## src/rtl/imem_load_ctrl_if.sv

```systemverilog
// Bundles the CPU fetch, instruction-memory and loader signals of imem_load_ctrl.
// slave: controller view; master: CPU/array/loader environment view.
// No storage; all signals are plain wires.
interface imem_load_ctrl_if #(
    parameter int ADDR_W = 6
);
    logic [31:0]       cpu_addr;
    logic [31:0]       cpu_instr;
    logic              cpu_stall;

    logic [ADDR_W-1:0] mem_addr;
    logic [31:0]       mem_wdata;
    logic              mem_we;
    logic [31:0]       mem_rdata;

    logic              ld_start;
    logic [ADDR_W:0]   ld_count;
    logic              ld_valid;
    logic [31:0]       ld_data;
    logic              ld_ready;
    logic              ld_abort;
    logic              ld_done;
    logic              ld_err;

    modport slave (
        input  cpu_addr, mem_rdata, ld_start, ld_count, ld_valid, ld_data, ld_abort,
        output cpu_instr, cpu_stall, mem_addr, mem_wdata, mem_we, ld_ready, ld_done, ld_err
    );

    modport master (
        output cpu_addr, mem_rdata, ld_start, ld_count, ld_valid, ld_data, ld_abort,
        input  cpu_instr, cpu_stall, mem_addr, mem_wdata, mem_we, ld_ready, ld_done, ld_err
    );
endinterface

```

## src/rtl/imem_load_ctrl.sv

```systemverilog
// Arbitrates the instruction-memory port between CPU fetch and a clear-then-load program loader.
// Latency: fetch is combinational (zero cycles); clear takes DEPTH cycles, one loader word per cycle.
// Backpressure: ld_ready is high only while loading; the CPU is stalled whenever it lacks the port.
module imem_load_ctrl #(
    parameter int          DEPTH    = 64,
    parameter int          ADDR_W   = 6,
    parameter logic [31:0] NOP_WORD = 32'h0000_0000
) (
    input  logic            clk,
    input  logic            rst,
    imem_load_ctrl_if.slave bus
);

    typedef enum logic [1:0] {
        S_CLEAR = 2'd0,
        S_LOAD  = 2'd1,
        S_DONE  = 2'd2,
        S_RUN   = 2'd3
    } state_t;

    localparam logic [ADDR_W-1:0] LAST_ADDR = ADDR_W'(DEPTH - 1);
    localparam logic [ADDR_W-1:0] PTR_ONE   = ADDR_W'(1);
    localparam logic [ADDR_W:0]   CNT_ONE   = (ADDR_W + 1)'(1);
    localparam logic [ADDR_W:0]   CNT_MAX   = (ADDR_W + 1)'(DEPTH);

    state_t            r_state;
    state_t            w_state_nxt;
    logic [ADDR_W-1:0] r_clr_ptr;
    logic [ADDR_W-1:0] w_clr_ptr_nxt;
    logic [ADDR_W-1:0] r_wr_ptr;
    logic [ADDR_W-1:0] w_wr_ptr_nxt;
    logic [ADDR_W:0]   r_cnt;
    logic [ADDR_W:0]   w_cnt_nxt;
    logic              r_load_pend;
    logic              w_load_pend_nxt;
    logic              r_done;
    logic              r_err;
    logic              w_err_evt;
    logic              w_accept;
    logic              w_last_clr;
    logic              w_last_wr;
    logic              w_cnt_legal;
    logic              w_unused_addr_bits;

    assign w_last_clr  = (r_clr_ptr == LAST_ADDR);
    assign w_last_wr   = ({1'b0, r_wr_ptr} == (r_cnt - CNT_ONE));
    assign w_cnt_legal = (bus.ld_count != '0) && (bus.ld_count <= CNT_MAX);

    // Byte offset and high address bits are dropped so fetches wrap over the array.
    assign w_unused_addr_bits = ^{bus.cpu_addr[31:ADDR_W+2], bus.cpu_addr[1:0]};

    always_comb begin
        w_state_nxt     = r_state;
        w_clr_ptr_nxt   = r_clr_ptr;
        w_wr_ptr_nxt    = r_wr_ptr;
        w_cnt_nxt       = r_cnt;
        w_load_pend_nxt = r_load_pend;
        w_err_evt       = 1'b0;
        w_accept        = 1'b0;

        bus.cpu_stall   = 1'b1;
        bus.cpu_instr   = NOP_WORD;
        bus.mem_addr    = r_wr_ptr;
        bus.mem_wdata   = NOP_WORD;
        bus.mem_we      = 1'b0;
        bus.ld_ready    = 1'b0;

        case (r_state)
            S_CLEAR: begin
                bus.mem_we   = 1'b1;
                bus.mem_addr = r_clr_ptr;
                if (bus.ld_abort) begin
                    w_state_nxt     = S_RUN;
                    w_err_evt       = 1'b1;
                    w_load_pend_nxt = 1'b0;
                    w_clr_ptr_nxt   = '0;
                    w_wr_ptr_nxt    = '0;
                end else if (w_last_clr) begin
                    w_state_nxt   = r_load_pend ? S_LOAD : S_RUN;
                    w_clr_ptr_nxt = '0;
                end else begin
                    w_clr_ptr_nxt = r_clr_ptr + PTR_ONE;
                end
            end

            S_LOAD: begin
                bus.ld_ready = 1'b1;
                w_accept     = bus.ld_valid;
                if (w_accept) begin
                    bus.mem_we    = 1'b1;
                    bus.mem_wdata = bus.ld_data;
                    w_wr_ptr_nxt  = r_wr_ptr + PTR_ONE;
                end
                // Abort outranks completion; the word written this cycle still lands.
                if (bus.ld_abort) begin
                    w_state_nxt     = S_RUN;
                    w_err_evt       = 1'b1;
                    w_load_pend_nxt = 1'b0;
                    w_clr_ptr_nxt   = '0;
                    w_wr_ptr_nxt    = '0;
                end else if (w_accept && w_last_wr) begin
                    w_state_nxt = S_DONE;
                end
            end

            S_DONE: begin
                w_load_pend_nxt = 1'b0;
                w_wr_ptr_nxt    = '0;
                w_state_nxt     = S_RUN;
            end

            S_RUN: begin
                bus.cpu_stall = 1'b0;
                bus.mem_addr  = bus.cpu_addr[ADDR_W+1:2];
                bus.cpu_instr = bus.mem_rdata;
                if (bus.ld_start) begin
                    if (w_cnt_legal) begin
                        w_cnt_nxt       = bus.ld_count;
                        w_load_pend_nxt = 1'b1;
                        w_state_nxt     = S_CLEAR;
                    end else begin
                        w_err_evt = 1'b1;
                    end
                end
            end

            default: begin
                w_state_nxt = S_CLEAR;
            end
        endcase
    end

    always_ff @(posedge clk or posedge rst) begin
        if (rst) begin
            r_state     <= S_CLEAR;
            r_clr_ptr   <= '0;
            r_wr_ptr    <= '0;
            r_cnt       <= '0;
            r_load_pend <= 1'b0;
            r_done      <= 1'b0;
            r_err       <= 1'b0;
        end else begin
            r_state     <= w_state_nxt;
            r_clr_ptr   <= w_clr_ptr_nxt;
            r_wr_ptr    <= w_wr_ptr_nxt;
            r_cnt       <= w_cnt_nxt;
            r_load_pend <= w_load_pend_nxt;
            r_done      <= (w_state_nxt == S_DONE);
            r_err       <= w_err_evt;
        end
    end

    assign bus.ld_done = r_done;
    assign bus.ld_err  = r_err;

    a_no_write_in_run: assert property (@(posedge clk) disable iff (rst)
        (r_state == S_RUN) |-> !bus.mem_we);
    a_done_one_cycle: assert property (@(posedge clk) disable iff (rst)
        bus.ld_done |=> !bus.ld_done);
    a_ready_only_in_load: assert property (@(posedge clk) disable iff (rst)
        bus.ld_ready |-> (r_state == S_LOAD));

endmodule

```

## src/flat_wrapper.sv

```systemverilog
// flat-port wrapper written by rule: the top's interface ports become plain ports
module imem_load_ctrl_flat 
#(
    parameter int          DEPTH    = 64,
    parameter int          ADDR_W   = 6,
    parameter logic [31:0] NOP_WORD = 32'h0000_0000
)
  (clk, rst, bus_cpu_addr, bus_mem_rdata, bus_ld_start, bus_ld_count, bus_ld_valid, bus_ld_data, bus_ld_abort, bus_cpu_instr, bus_cpu_stall, bus_mem_addr, bus_mem_wdata, bus_mem_we, bus_ld_ready, bus_ld_done, bus_ld_err);
  imem_load_ctrl_if #(.ADDR_W(ADDR_W)) bus_i ();
  input  logic clk;
  input  logic rst;
  input wire logic [$bits(bus_i.cpu_addr)-1:0] bus_cpu_addr;
  input wire logic [$bits(bus_i.mem_rdata)-1:0] bus_mem_rdata;
  input wire logic [$bits(bus_i.ld_start)-1:0] bus_ld_start;
  input wire logic [$bits(bus_i.ld_count)-1:0] bus_ld_count;
  input wire logic [$bits(bus_i.ld_valid)-1:0] bus_ld_valid;
  input wire logic [$bits(bus_i.ld_data)-1:0] bus_ld_data;
  input wire logic [$bits(bus_i.ld_abort)-1:0] bus_ld_abort;
  output wire logic [$bits(bus_i.cpu_instr)-1:0] bus_cpu_instr;
  output wire logic [$bits(bus_i.cpu_stall)-1:0] bus_cpu_stall;
  output wire logic [$bits(bus_i.mem_addr)-1:0] bus_mem_addr;
  output wire logic [$bits(bus_i.mem_wdata)-1:0] bus_mem_wdata;
  output wire logic [$bits(bus_i.mem_we)-1:0] bus_mem_we;
  output wire logic [$bits(bus_i.ld_ready)-1:0] bus_ld_ready;
  output wire logic [$bits(bus_i.ld_done)-1:0] bus_ld_done;
  output wire logic [$bits(bus_i.ld_err)-1:0] bus_ld_err;
  assign bus_i.cpu_addr = bus_cpu_addr;
  assign bus_i.mem_rdata = bus_mem_rdata;
  assign bus_i.ld_start = bus_ld_start;
  assign bus_i.ld_count = bus_ld_count;
  assign bus_i.ld_valid = bus_ld_valid;
  assign bus_i.ld_data = bus_ld_data;
  assign bus_i.ld_abort = bus_ld_abort;
  assign bus_cpu_instr = bus_i.cpu_instr;
  assign bus_cpu_stall = bus_i.cpu_stall;
  assign bus_mem_addr = bus_i.mem_addr;
  assign bus_mem_wdata = bus_i.mem_wdata;
  assign bus_mem_we = bus_i.mem_we;
  assign bus_ld_ready = bus_i.ld_ready;
  assign bus_ld_done = bus_i.ld_done;
  assign bus_ld_err = bus_i.ld_err;
  imem_load_ctrl #(.DEPTH(DEPTH), .ADDR_W(ADDR_W), .NOP_WORD(NOP_WORD)) u_core (.clk(clk), .rst(rst), .bus(bus_i));
endmodule
```

## config.mk

```make
export PLATFORM = sky130hd
export DESIGN_NAME = imem_load_ctrl_flat
export DESIGN_NICKNAME = d
export VERILOG_FILES = /design/src/rtl/imem_load_ctrl_if.sv /design/src/rtl/imem_load_ctrl.sv /design/src/flat_wrapper.sv
export SDC_FILE = /design/constraint.sdc
export NUM_CORES = 1
export LEC_CHECK = 0
export BUFFER_PORTS_ARGS = -buffer_cell sky130_fd_sc_hd__clkbuf_2
export CAP_MARGIN = 20
export CORE_ASPECT_RATIO = 1.25
export CORE_MARGIN = 2
export CORE_UTILIZATION = 39
export CTS_CLUSTER_DIAMETER = 50
export DETAILED_ROUTE_END_ITERATION = 6
export PLACE_DENSITY = 0.82
export SLEW_MARGIN = 40
export SYNTH_ARGS = -nofsm -noshare
export SYNTH_HDL_FRONTEND = slang
export SYNTH_SLANG_ARGS = --single-unit
```

## constraint.sdc

```tcl
create_clock -name clk -period 2.55 [get_ports clk]
set_input_delay 0.3825 -clock clk [delete_from_list [all_inputs] [get_ports clk]]
set_output_delay 0.3825 -clock clk [all_outputs]
set_load 0.01 [all_outputs]
```

==> reports/qor.csv <==
stage,metric,value,unit
pwr,sw power,1.26,mW
placed_design,Final HPWL DP,5450,microns
cts,cells resized by post-CTS repair,0,
detailed_routing,post-DR wirelength/cell,14.4,microns
setup_path,"Worst Path Class, Setup",flip-flop to output pin,
logic_synthesis,mux cell area share after synthesis,2.61,%
cts,Num CTS Buffers,3,
logic_synthesis,Synth Area in Compound Gates,16.8,%
sta,Final Setup Violations,0,
floorplanning,Core ar.,5150,sq um
sta,Clock Skew,3.85,ps
setup_path,flop2flop setup slack,300,ps
setup_path,worst path required time,2170,ps
sta,maximum clock frequency,0.442,GHz
run_status,status,"complete, no violations",
setup_path,CP Max Fanout,35,
logic_synthesis,"Distinct cells, synth",49,
logic_synthesis,post-synthesis average cell area,8.19,sq um
logic_synthesis,Post-Synth XOR/XNOR Area,4.99,%
global_route,All-Layer GR Usage,21.4,%
pwr,Sequential Power Share,24.9,%
finish,Antenna Cells,0,
setup_path,CP endpoint kind,output pin,
sta,Period minus WS final,2260,ps
detailed_routing,drt drc,0,
logic_synthesis,Syn Std Cell Area,2110,sq um
finish,most frequent cells in the layout,"156 x clkbuf_2, 33 x and3_1, 33 x and2_1, 24 x dfrtp_1, 22 x o21ai_0",
floorplanning,die area,6010,sq um
cts,deepest clock path buffer count,2,
logic_synthesis,Post-synth top flop,dfrtp_1,
pwr,leakage,1.67,nW
finish,fillers,469,
sta,endpoints failing hold,0,
cts,CTS sink count,24,
placed_design,RePlAce Congestion,0.919,
setup_path,CP bufs+invs,2,
floorplanning,Ports,183,
pwr,power per cell area,899,nW/um^2
cts,Worst-path clk slew,90,ps
setup_path,crit-path cells,"ha_1, buf_4, and2_1, clkbuf_2",
pwr,Sw Ratio,47.5,%
pwr,Pint,1.39,mW
global_route,largest net degree at the start of global routing,50,
setup_path,critical path startpoint category,flip-flop,
pwr,clock share of power,8.5,%
pwr,Peak supply drop,328,uV
global_route,first-pass GRT wire length,10500,microns
detailed_routing,Post-DRT Antenna Nets,0,
hold_path,Worst Hold Class,input pin to async pin,
cts,clk_lat worst skew,260,ps
setup_path,slowest cell on the critical path,dfrtp_1,
global_route,vias in the first global route,2246,
setup_path,crit path DAT,1880,ps
logic_synthesis,synthesized flop and latch total,24,
finish,synthesis-to-finish area growth,39.6,%
floorplanning,Initial Util,40.9,%
finish,design area,2940,sq um
pwr,total power,2.64,mW
cts,CTS H-tree depth,1,
finish,Layout Nets,520,
detailed_routing,Via Count,2405,
finish,"non-filler cells, final",464,
detailed_routing,Routed WL,6660,microns
logic_synthesis,adder-cell share of the synthesized area,4.75,%
detailed_routing,DR vias/cell,5.18,
finish,layout cells sized above 1,44.8,%
logic_synthesis,synthesis warning total,0,
setup_path,"Largest stage delay, worst path",480,ps
sta,setup total negative slack,0,ps
sta,"Period Utilization, post-route",88.8,%
floorplanning,die width,69.7,microns
pwr,Combinational Power Share,66.6,%
sta,Max transition margin,66.1,%
logic_synthesis,Post-synth EDFFs,0,
floorplanning,die height,86.2,microns
global_route,antenna violations before repair,0,
logic_synthesis,share of the yosys chip area belonging to registers,28.5,%
cts,postcts setup bufs,0,
sta,Max Slew Vio Count,0,
cts,CTS tree,built,
logic_synthesis,simple-gate portion of the synthesized area,36.1,%
placed_design,Post-DP Area,2900,sq um
detailed_routing,DRT iter0 DRCs,109,
setup_path,crit-path leading delay family,flip-flops,
floorplanning,Placement Rows,29,
logic_synthesis,fraction of registers with async set/reset,100,%
finish,"commonest non-fill, non-tap cell in the layout",clkbuf_2,
cts,Post-CTS Hold Fix Bufs,0,
flow_run,Max Cap Viol,0,
logic_synthesis,Mapped Cells,257,
logic_synthesis,Syn Nets,373,
sta,worst-margin pin slew,508,ps
cts,root buffer cell,clkbuf_8,
detailed_routing,DR pass1 iterations,4,
logic_synthesis,main combinational cell family by area after synthesis,simple AND/OR/NAND/NOR gates,
placed_design,Port Buffers,156,
sta,RSZ-0062 raised after global routing,no,
placed_design,Cells after DPL,461,
global_route,gr ovfl total,0,
registers in the layout, summed over array words and instances, names as in the netlist:
signal              flops
u_core.r_wr_ptr         6
u_core.r_load_pend      1
u_core.bus.ld_done      1
u_core.r_clr_ptr        6
u_core.r_cnt            7
u_core.bus.ld_err       1
u_core.r_state          2
Yosys cell counts, types with 2 or more instances:
cell type  count  share of area, %
mux2_2         4               2.1
nand2_1       16               2.9
or4_4          2               1.1
nor3_1         5               1.2
or2_2          2              0.59
a22oi_1        5               1.8
clkbuf_1      14               2.5
xnor2_1        5               2.1
o21ai_0       22               5.2
a21oi_1        8               1.9
dfrtp_1       24                29
and3_1        33               9.8
inv_1         10               1.8
clkbuf_8       2               1.3
xor2_1         7               2.9
nand3_1        4              0.95
nor3b_1        3               1.1
nor2_1        12               2.1
ha_1           8               4.8
a31oi_1        2              0.59
and2_1        33               9.8
nand4_1        4               1.2
nor2b_1        4               1.2
nand2b_1       3              0.89
per-layer routing:
| metal | vias to the layer above | wire [microns] | track usage, % |
|---|---|---|---|
| met4 | 0 | 29 | 3.15 |
| met2 | 112 | 3180 | 37.1 |
| li1 | 1192 | - | - |
| met1 | 1097 | 2800 | 28.7 |
| met5 | - | 0 | 0 |
| met3 | 4 | 646 | 3.88 |
power by group through the flow:
stage / registers, mW / logic, mW / clock network, mW
floorplan: 0.614 / 1.25 / 0
CTS: 0.657 / 1.77 / 0.228
finish: 0.659 / 1.76 / 0.224
global route: 0.684 / 1.93 / 0.247
global placement: 0.657 / 1.72 / 0
detailed placement: 0.664 / 1.76 / 0
stage by stage:
stage / util (%) / setup WS [ps] / hold slack [ps]
after global placement: 56.3 / 389 / 470
after CTS: 57.1 / 301 / 143
after floorplan: - / 602 / 397
final: 57.1 / 285 / 121
after global routing: 57.1 / 163 / 168
after detailed placement: 56.3 / 322 / 429
logic make-up after synthesis:
| group | Yosys count |
|---|---|
| AOI/OAI and AO/OA | 51 |
| xor gates and xnor gates | 12 |
| adders and majority gates | 8 |
| buffers and inverters | 28 |
| DFF | 24 |
| muxes | 5 |
| and+or+nand+nor | 129 |
path summary, 6_finish.rpt:
path / start / endpoint / cells past startpoint
min in group clk: bus_ld_count[0] / u_core.r_cnt[0]$_DFFE_PP0P_ / 3
max in group asynchronous: rst / u_core.r_wr_ptr[2]$_DFFE_PP0P_ / 2
hold / removal: rst / u_core.r_cnt[2]$_DFFE_PP0P_ / 2
setup reg to reg: u_core.r_state[1]$_DFF_PP0_ / u_core.bus.ld_done$_DFF_PP0_ / 7
setup / recovery: u_core.r_state[1]$_DFF_PP0_ / bus_cpu_instr[20] / 4
hold reg to reg: u_core.r_load_pend$_DFFE_PP0P_ / u_core.r_load_pend$_DFFE_PP0P_ / 1
layout make-up:
cell class                      instances  area [sq um]  area share (%)
Clock buffer                            3          41.3            1.40
Inverter                               10          37.5            1.28
Multi-Input combinational cell        205          1370            46.7
Sequential cell                        24           601            20.4
Tap cell                               62          77.6            2.64
Timing Repair Buffer                  160           811            27.6
worst reg2reg max path: cells and delay by family (launching register included):
family / cells / cell delay [ps]
and+or+nand+nor: 3 / 860
buffers and inverters: 1 / 110
adders and majority gates: 1 / 340
DFF: 1 / 480
AOI/OAI and AO/OA: 2 / 410
Note: power is estimated with default switching activity, not from simulation.
